**src/rtl/instr_fetch_stage.sv**
```systemverilog
// Instruction fetch stage: PC, instruction-memory request, IF/ID register and a one-entry skid
// buffer that absorbs the word returned in the cycle a stall arrives.
module instr_fetch_stage #(
    parameter logic [31:0] RESET_PC  = 32'h0000_0000,
    parameter logic [31:0] NOP_INSTR = 32'h0000_0000
) (
    input  logic        clk,
    input  logic        reset,
    output logic        imem_req,
    output logic [31:0] imem_addr,
    input  logic        imem_ready,
    input  logic [31:0] imem_rdata,
    input  logic        stall,
    input  logic        branch_taken,
    input  logic [31:0] branch_target,
    output logic        if_id_valid,
    output logic [31:0] if_id_instr,
    output logic [31:0] if_id_pc4,
    output logic [5:0]  opcode
);

    localparam logic [1:0] FETCH    = 2'd0;
    localparam logic [1:0] HOLD     = 2'd1;
    localparam logic [1:0] REDIRECT = 2'd2;

    localparam logic [31:0] ALIGN_MASK = 32'hFFFF_FFFC;

    logic [1:0]  state_q, state_d;
    logic [31:0] pc_q, pc_d;
    logic [31:0] pc_plus4;

    logic        ifid_valid_q, ifid_valid_d;
    logic [31:0] ifid_instr_q, ifid_instr_d;
    logic [31:0] ifid_pc4_q, ifid_pc4_d;

    logic        skid_valid_q, skid_valid_d;
    logic [31:0] skid_instr_q, skid_instr_d;
    logic [31:0] skid_pc4_q, skid_pc4_d;

    // Wraps modulo 2^32; the low two bits stay zero because every PC source is aligned.
    assign pc_plus4 = pc_q + 32'd4;

    always_comb begin
        state_d      = state_q;
        pc_d         = pc_q;
        ifid_valid_d = ifid_valid_q;
        ifid_instr_d = ifid_instr_q;
        ifid_pc4_d   = ifid_pc4_q;
        skid_valid_d = skid_valid_q;
        skid_instr_d = skid_instr_q;
        skid_pc4_d   = skid_pc4_q;

        if (branch_taken) begin
            // Flush wins over stall and drops any word returned this cycle.
            state_d      = REDIRECT;
            pc_d         = branch_target & ALIGN_MASK;
            ifid_valid_d = 1'b0;
            ifid_instr_d = NOP_INSTR;
            skid_valid_d = 1'b0;
        end else begin
            case (state_q)
                FETCH: begin
                    if (imem_ready) begin
                        pc_d = pc_plus4;
                        if (stall) begin
                            skid_valid_d = 1'b1;
                            skid_instr_d = imem_rdata;
                            skid_pc4_d   = pc_plus4;
                            state_d      = HOLD;
                        end else begin
                            ifid_valid_d = 1'b1;
                            ifid_instr_d = imem_rdata;
                            ifid_pc4_d   = pc_plus4;
                        end
                    end else if (!stall) begin
                        // Bubble; pc4 keeps its last value.
                        ifid_valid_d = 1'b0;
                        ifid_instr_d = NOP_INSTR;
                    end
                end
                HOLD: begin
                    if (!stall) begin
                        ifid_valid_d = 1'b1;
                        ifid_instr_d = skid_instr_q;
                        ifid_pc4_d   = skid_pc4_q;
                        skid_valid_d = 1'b0;
                        state_d      = FETCH;
                    end
                end
                REDIRECT: begin
                    state_d = FETCH;
                end
                default: begin
                    state_d = REDIRECT;
                end
            endcase
        end
    end

    always_ff @(posedge clk) begin
        if (!reset) begin
            state_q      <= REDIRECT;
            pc_q         <= RESET_PC & ALIGN_MASK;
            ifid_valid_q <= 1'b0;
            ifid_instr_q <= NOP_INSTR;
            ifid_pc4_q   <= 32'd0;
            skid_valid_q <= 1'b0;
            skid_instr_q <= 32'd0;
            skid_pc4_q   <= 32'd0;
        end else begin
            state_q      <= state_d;
            pc_q         <= pc_d;
            ifid_valid_q <= ifid_valid_d;
            ifid_instr_q <= ifid_instr_d;
            ifid_pc4_q   <= ifid_pc4_d;
            skid_valid_q <= skid_valid_d;
            skid_instr_q <= skid_instr_d;
            skid_pc4_q   <= skid_pc4_d;
        end
    end

    assign imem_req    = reset && (state_q == FETCH);
    assign imem_addr   = pc_q;
    assign if_id_valid = ifid_valid_q;
    assign if_id_instr = ifid_instr_q;
    assign if_id_pc4   = ifid_pc4_q;
    assign opcode      = ifid_instr_q[31:26];

    // HOLD is only ever entered with a buffered word and left when it drains.
    assert property (@(posedge clk) disable iff (!reset) (state_q == HOLD) |-> skid_valid_q);
    assert property (@(posedge clk) disable iff (!reset) pc_q[1:0] == 2'b00);

endmodule

```
**config.mk**
```make
export PLATFORM = sky130hd
export DESIGN_NAME = instr_fetch_stage
export DESIGN_NICKNAME = d
export VERILOG_FILES = /design/src/rtl/instr_fetch_stage.sv
export SDC_FILE = /design/constraint.sdc
export NUM_CORES = 1
export LEC_CHECK = 0
export BUFFER_PORTS_ARGS = -buffer_cell sky130_fd_sc_hd__buf_4
export CAP_MARGIN = 20
export CORE_ASPECT_RATIO = 0.6
export CORE_MARGIN = 10
export CORE_UTILIZATION = 54
export CTS_BUF_LIST = sky130_fd_sc_hd__clkbuf_8 sky130_fd_sc_hd__clkbuf_16
export CTS_CLUSTER_SIZE = 20
export DETAILED_ROUTE_END_ITERATION = 8
export PLACE_DENSITY = 0.8
export SKIP_CTS_REPAIR_TIMING = 1
export SKIP_LAST_GASP = 1
export SLEW_MARGIN = 20
export SYNTH_ARGS = -nofsm -noshare
export SYNTH_HDL_FRONTEND = slang
export SYNTH_SLANG_ARGS = --single-unit
```
**constraint.sdc**
```tcl
create_clock -name clk -period 2.3 [get_ports clk]
set_input_delay 0.115 -clock clk [delete_from_list [all_inputs] [get_ports clk]]
set_output_delay 0.115 -clock clk [all_outputs]
set_load 0.05 [all_outputs]
```
Yosys cells after proc, flatten, opt, wreduce, memory -nomap -nowiden:

Cells that the tools add are included.
W data, S select, Z words.

* flip-flop bits (word level): 163
* output and inout bits: 104

* $add $sub $neg: 1
* equal/unequal tests: 7
* multiplexer cells: 20
* bitwise gates (word level): 2
* reductions and logical operators: 13

Operators with widths (number)
* $mux W32: 10
* $pmux W32 S2: 2
* $add A32 B3 Y32 const B: 1
* $ne A2 B2 Y1 const B: 4
* $mux W2: 3
* $pmux W2 S3: 1
* $reduce_and A2 Y1: 3
* $reduce_and A3 Y1: 2
* $reduce_bool A2 Y1: 3
* $reduce_and A5 Y1: 1
* $reduce_and A4 Y1: 1
* $mux W1: 3
* $ne A3 B3 Y1 const B: 1
* $eq A2 B1 Y1 const B: 1
* $eq A2 B2 Y1 const B: 1
* $logic_not A2 Y1: 1
* $not A1 Y1: 2
* $pmux W1 S2: 1
* $reduce_or A2 Y1: 1
* $logic_and A1 B1 Y1: 1

Longest topological paths before layout:

* word-level depth: 4
* depth in mapped cells: 8
* mapped depth without buffers: 6

Least setup slack after synthesis:

Ideal clock, no wire load.

* kind: register -> register
* start: register pc_q[2], in the netlist imem_addr[2]
* end: register ifid_pc4_q[16], in the netlist if_id_pc4[16]
* arrival: 2.299 ns
* slack: -0.115 ns
* cell stages (with the launch flop): 8
* path buffers: 1
* clock period less this slack: 2.415 ns
* cells stage by stage: dfxtp_1 > ha_1 > nand4_1 > clkbuf_1 > nor4_1 > xnor2_1 > a21oi_1 > a31o_2

* cells in the longest elaborated chain, start to end: 4

RTL lines
* from (decl): line 29 `logic [31:0] pc_q, pc_d;`
* from (signal assigned): line 103 `pc_q <= RESET_PC & ALIGN_MASK;`
* from (signal assigned): line 112 `pc_q <= pc_d;`
* $add A32 B3 Y32: line 41 `assign pc_plus4 = pc_q + 32'd4;`
* $mux W32: line 65 `if (stall) begin`
* $mux W32: line 63 `if (imem_ready) begin`
* $pmux W32 S2: line 61 `case (state_q)`
* to (signal assigned): line 115 `ifid_pc4_q <= ifid_pc4_d;`
* to (decl): line 34 `logic [31:0] ifid_pc4_q, ifid_pc4_d;`

No other way between the ends. The select of a mux whose other input is x is not followed.
A chain may end at the register's enable or synchronous reset.

Worst setup path in the final report:

* start: register pc_q[5], in the netlist imem_addr[5]
* end: register ifid_pc4_q[23], in the netlist if_id_pc4[23]

Same word-level chain as after synthesis.

==> impl_metrics.csv <==
group,metric,value,unit
logic_synthesis,yosys_warnings,0,
clocking,clockBufferDepth,2,
cells_and_area,post-route-util,75.10,%
power_and_ir_drop,max-vdd-ir-drop,426.0,uV
logic_synthesis,syn_inst,926,
floorplanning,ios,173,
logic_synthesis,ys_ff_latch,157,
timing,timing.final.ws_setup,0.1627,ns
logic_synthesis,mappedNetlistArea,7238,um^2
logic_synthesis,synthArstFlopShare,0,%
job,maxCapViolations,0,
cells_and_area,fin_nets,1178,
timing,layout_min_cycle_time,2.137,ns
clocking,root_buffer,"clkbuf_16",
logic_synthesis,yosysTopAreaCell,"dfxtp_1",
logic_synthesis,synthAdderAreaFrac,0.1729,%
place,dpl.hpwl,15.88,mm
timing,hold_viol_final,6,
worst_setup_path,worstReg2RegStart,"imem_addr[5]",
global_routing,grt_use_total,23.65,%
worst_setup_path,crit_chain,"nand4_4, or4_4, nor4_4, xnor2_1, o221ai_2",
worst_setup_path,max_stage_delay,0.60,ns
floorplanning,start_util,55.80,%
timing,max_freq,0.4679,GHz
drt,drtAntennaViolNets,0,
timing,min_period_over_period,92.93,%
logic_synthesis,ys_seq_area_share,43.42,%
logic_synthesis,ys_types,52,
cells_and_area,nFillCells,983,
logic_synthesis,synth_top_family_by_area,"simple AND/OR/NAND/NOR gates",
global_routing,grt_pass1_vias,6429,
hold_path,holdCritPathClass,"primary input to flop",
timing,setup_tns,0,ns
floorplanning,core,12970,um^2
worst_setup_path,critPathSlowestCell,"or4_4",
clocking,clk_pin_slew,0.07,ns
status,outcome,"finished with violations",
logic_synthesis,avgSynthCellArea,7.817,um^2
worst_setup_path,worst-setup-path-type,"flop to flop",
timing,grt_setup_unrepaired,"true",
clocking,clkLatencyLatePin,0.42,ns
floorplanning,rows,32,
timing,setup_viol,0,
timing,worst_slew_pin_slew,0.6951,ns
cells_and_area,register_area,3148,um^2
clocking,htreeDepth,4,
drt,dr_total_vias,7398,
global_routing,overflow,0,
clocking,numCtsBuffers,17,
place,numPortBuffers,166,
logic_synthesis,yosysTopAreaCellShare,43.42,%
timing,hold_ws,-0.02415,ns
status,violations,"negative hold slack",
global_routing,grt_first_pass_wirelength,35.47,mm
power_and_ir_drop,leakage,3.717,nW
timing,relSlewSlack,53.59,%
timing,drv_slew,0,
logic_synthesis,synth.area.mux_share,0.2766,%
worst_setup_path,path_max_fanout,9,
drt,wl_per_cell,18.18,um
global_routing,antenna_found_initial,1,
worst_setup_path,worst_setup_path_end_kind,"flop",
worst_setup_path,ff2ff_setup_slack,0.16,ns
cells_and_area,areaGrowthSynthToFinish,34.59,%
floorplanning,die_h,109.7,um
worst_setup_path,arrival,2.42,ns
worst_setup_path,r2r-end,"if_id_pc4[23]",
worst_setup_path,endpoint,"if_id_pc4[23]",
cells_and_area,drive_gt1_share,23.37,%
cells_and_area,multi_input_area,3707,um^2
timing,skew,0.01144,ns
power_and_ir_drop,powerDensity,680.2,nW/um^2
worst_setup_path,setup.worst_path.start,"imem_addr[5]",
place,place_worst_setup_slack,0.1101,ns
floorplanning,die-area,18590,um^2
worst_setup_path,worstSetupStartpointType,"flop",
logic_synthesis,synth_compound_area_share,20.26,%
place,place.gp.congestion,0.9529,
logic_synthesis,synth_top_cells_by_count,"165 x nand2_1, 157 x dfxtp_1, 98 x nor2_1, 79 x a21oi_1",
global_routing,grt_max_degree,68,
drt,finalWirelength,23.50,mm
drt,drt_first_iter_violations,948,
clocking,numClockSinks,157,
logic_synthesis,synth_flop_cell,"dfxtp_1",
logic_synthesis,yosysMostFrequentCell,"nand2_1",
logic_synthesis,synth_edf_count,0,
logic_synthesis,synth_xor_area_share,6.413,%
drt,dr.pass1.iters,6,
clocking,cts_tree,"yes",
logic_synthesis,yosys-top-cells-area,"dfxtp_1 43%, nand2_1 8.6%, a21oi_1 5.5%, nor2_1 5.1%, o21ai_0 4.3%",
worst_setup_path,r2r_cells,5,
floorplanning,die_w,169.5,um
worst_setup_path,worstPathRequired,2.59,ns
drt,vias_per_cell,5.726,
drt,drc_errors,0,
logic_synthesis,synth_simple_gate_area_share,23.56,%
-- registers in the layout, indices dropped and copies added (netlist names) --
name	count
if_id_instr	32
if_id_pc4	30
if_id_valid	1
imem_addr	30
skid_instr_q	32
skid_pc4_q	30
state_q	2
-- how the worst min path moves through the flow --
| stage | from | endpoint | slack [ns] | cells after the start |
|---|---|---|---|---|
| finish | branch_taken | state_q[1] | -0.02 | 3 |
| global placement | branch_target[2] | imem_addr[2] | 0.36 | 3 |
| global route | branch_target[9] | imem_addr[9] | 0.002 | 3 |
| detailed placement | branch_target[2] | imem_addr[2] | 0.36 | 3 |
| floorplan | branch_taken | state_q[1] | 0.23 | 2 |
| CTS | branch_target[2] | imem_addr[2] | -0.07 | 3 |
-- power breakdown --
part / switching, W / internal, W
logic: 0.000557 / 0.000331
registers: 0.0000828 / 0.00279
clock network: 0.00121 / 0.00165
total: 0.00185 / 0.00478
-- final cells by class --
| type | instances | area share [%] |
|---|---|---|
| tap | 170 | 2.183 |
| inverter | 7 | 0.2697 |
| antenna | 1 | 0.02569 |
| timing repair buffer | 252 | 21.04 |
| clock buffer | 18 | 4.508 |
| clock inverter | 14 | 1.605 |
| sequential | 157 | 32.31 |
| multi-input combinational | 673 | 38.06 |
-- routing by layer --
metal / track usage, % / routed length, um / share of wire (%) / vias up
li1: - / - / - / 3578
met1: 34.87 / 10770 / 46 / 3421
met2: 31.95 / 9846 / 42 / 369
met3: 8.019 / 2616 / 11 / 30
met4: 5.890 / 260 / 1.1 / 0
met5: 0 / 0 / 0 / -
-- worst max-delay path: cells and delay by family (launching register included) --
kind,cells,cell delay (ns)
and+or+nand+nor,3,1.09
DFF,1,0.49
xor gates and xnor gates,1,0.26
AOI/OAI and AO/OA,1,0.16
-- cell families after synthesis --
kind of cell | after synthesis
flops | 157
simple gates | 373
mux | 2
fa+ha+maj | 1
compound gates | 240
buf+inv | 99
other cells | 1
xor+xnor | 53
-- cells in the final DEF (no fill, tap or decap), types with 9 or more instances in the layout --
| cell | instances |
|---|---|
| xnor2_1 | 22 |
| dlygate4sd3_1 | 48 |
| nand3_1 | 36 |
| nor2_1 | 97 |
| o211ai_1 | 38 |
| a211oi_1 | 30 |
| xor2_1 | 31 |
| buf_4 | 201 |
| o21ai_0 | 62 |
| a21oi_1 | 79 |
| nor4_1 | 9 |
| nand2_1 | 165 |
| clkbuf_16 | 17 |
| nor3_1 | 16 |
| nand4_1 | 17 |
| dfxtp_1 | 153 |
-- per-stage QoR --
| stage | instances | cell area, um^2 | total power [W] |
|---|---|---|---|
| final | 1292 | 9742 | 0.006626 |
| after global routing | 1292 | 9742 | 0.006826 |
| after detailed placement | 1211 | 8655 | 0.003735 |
| after global placement | 1211 | 8655 | 0.003724 |
| after CTS | 1243 | 9250 | 0.006552 |
| after floorplan | 929 | 7253 | 0.003419 |
(Power assumes the default switching activity.)
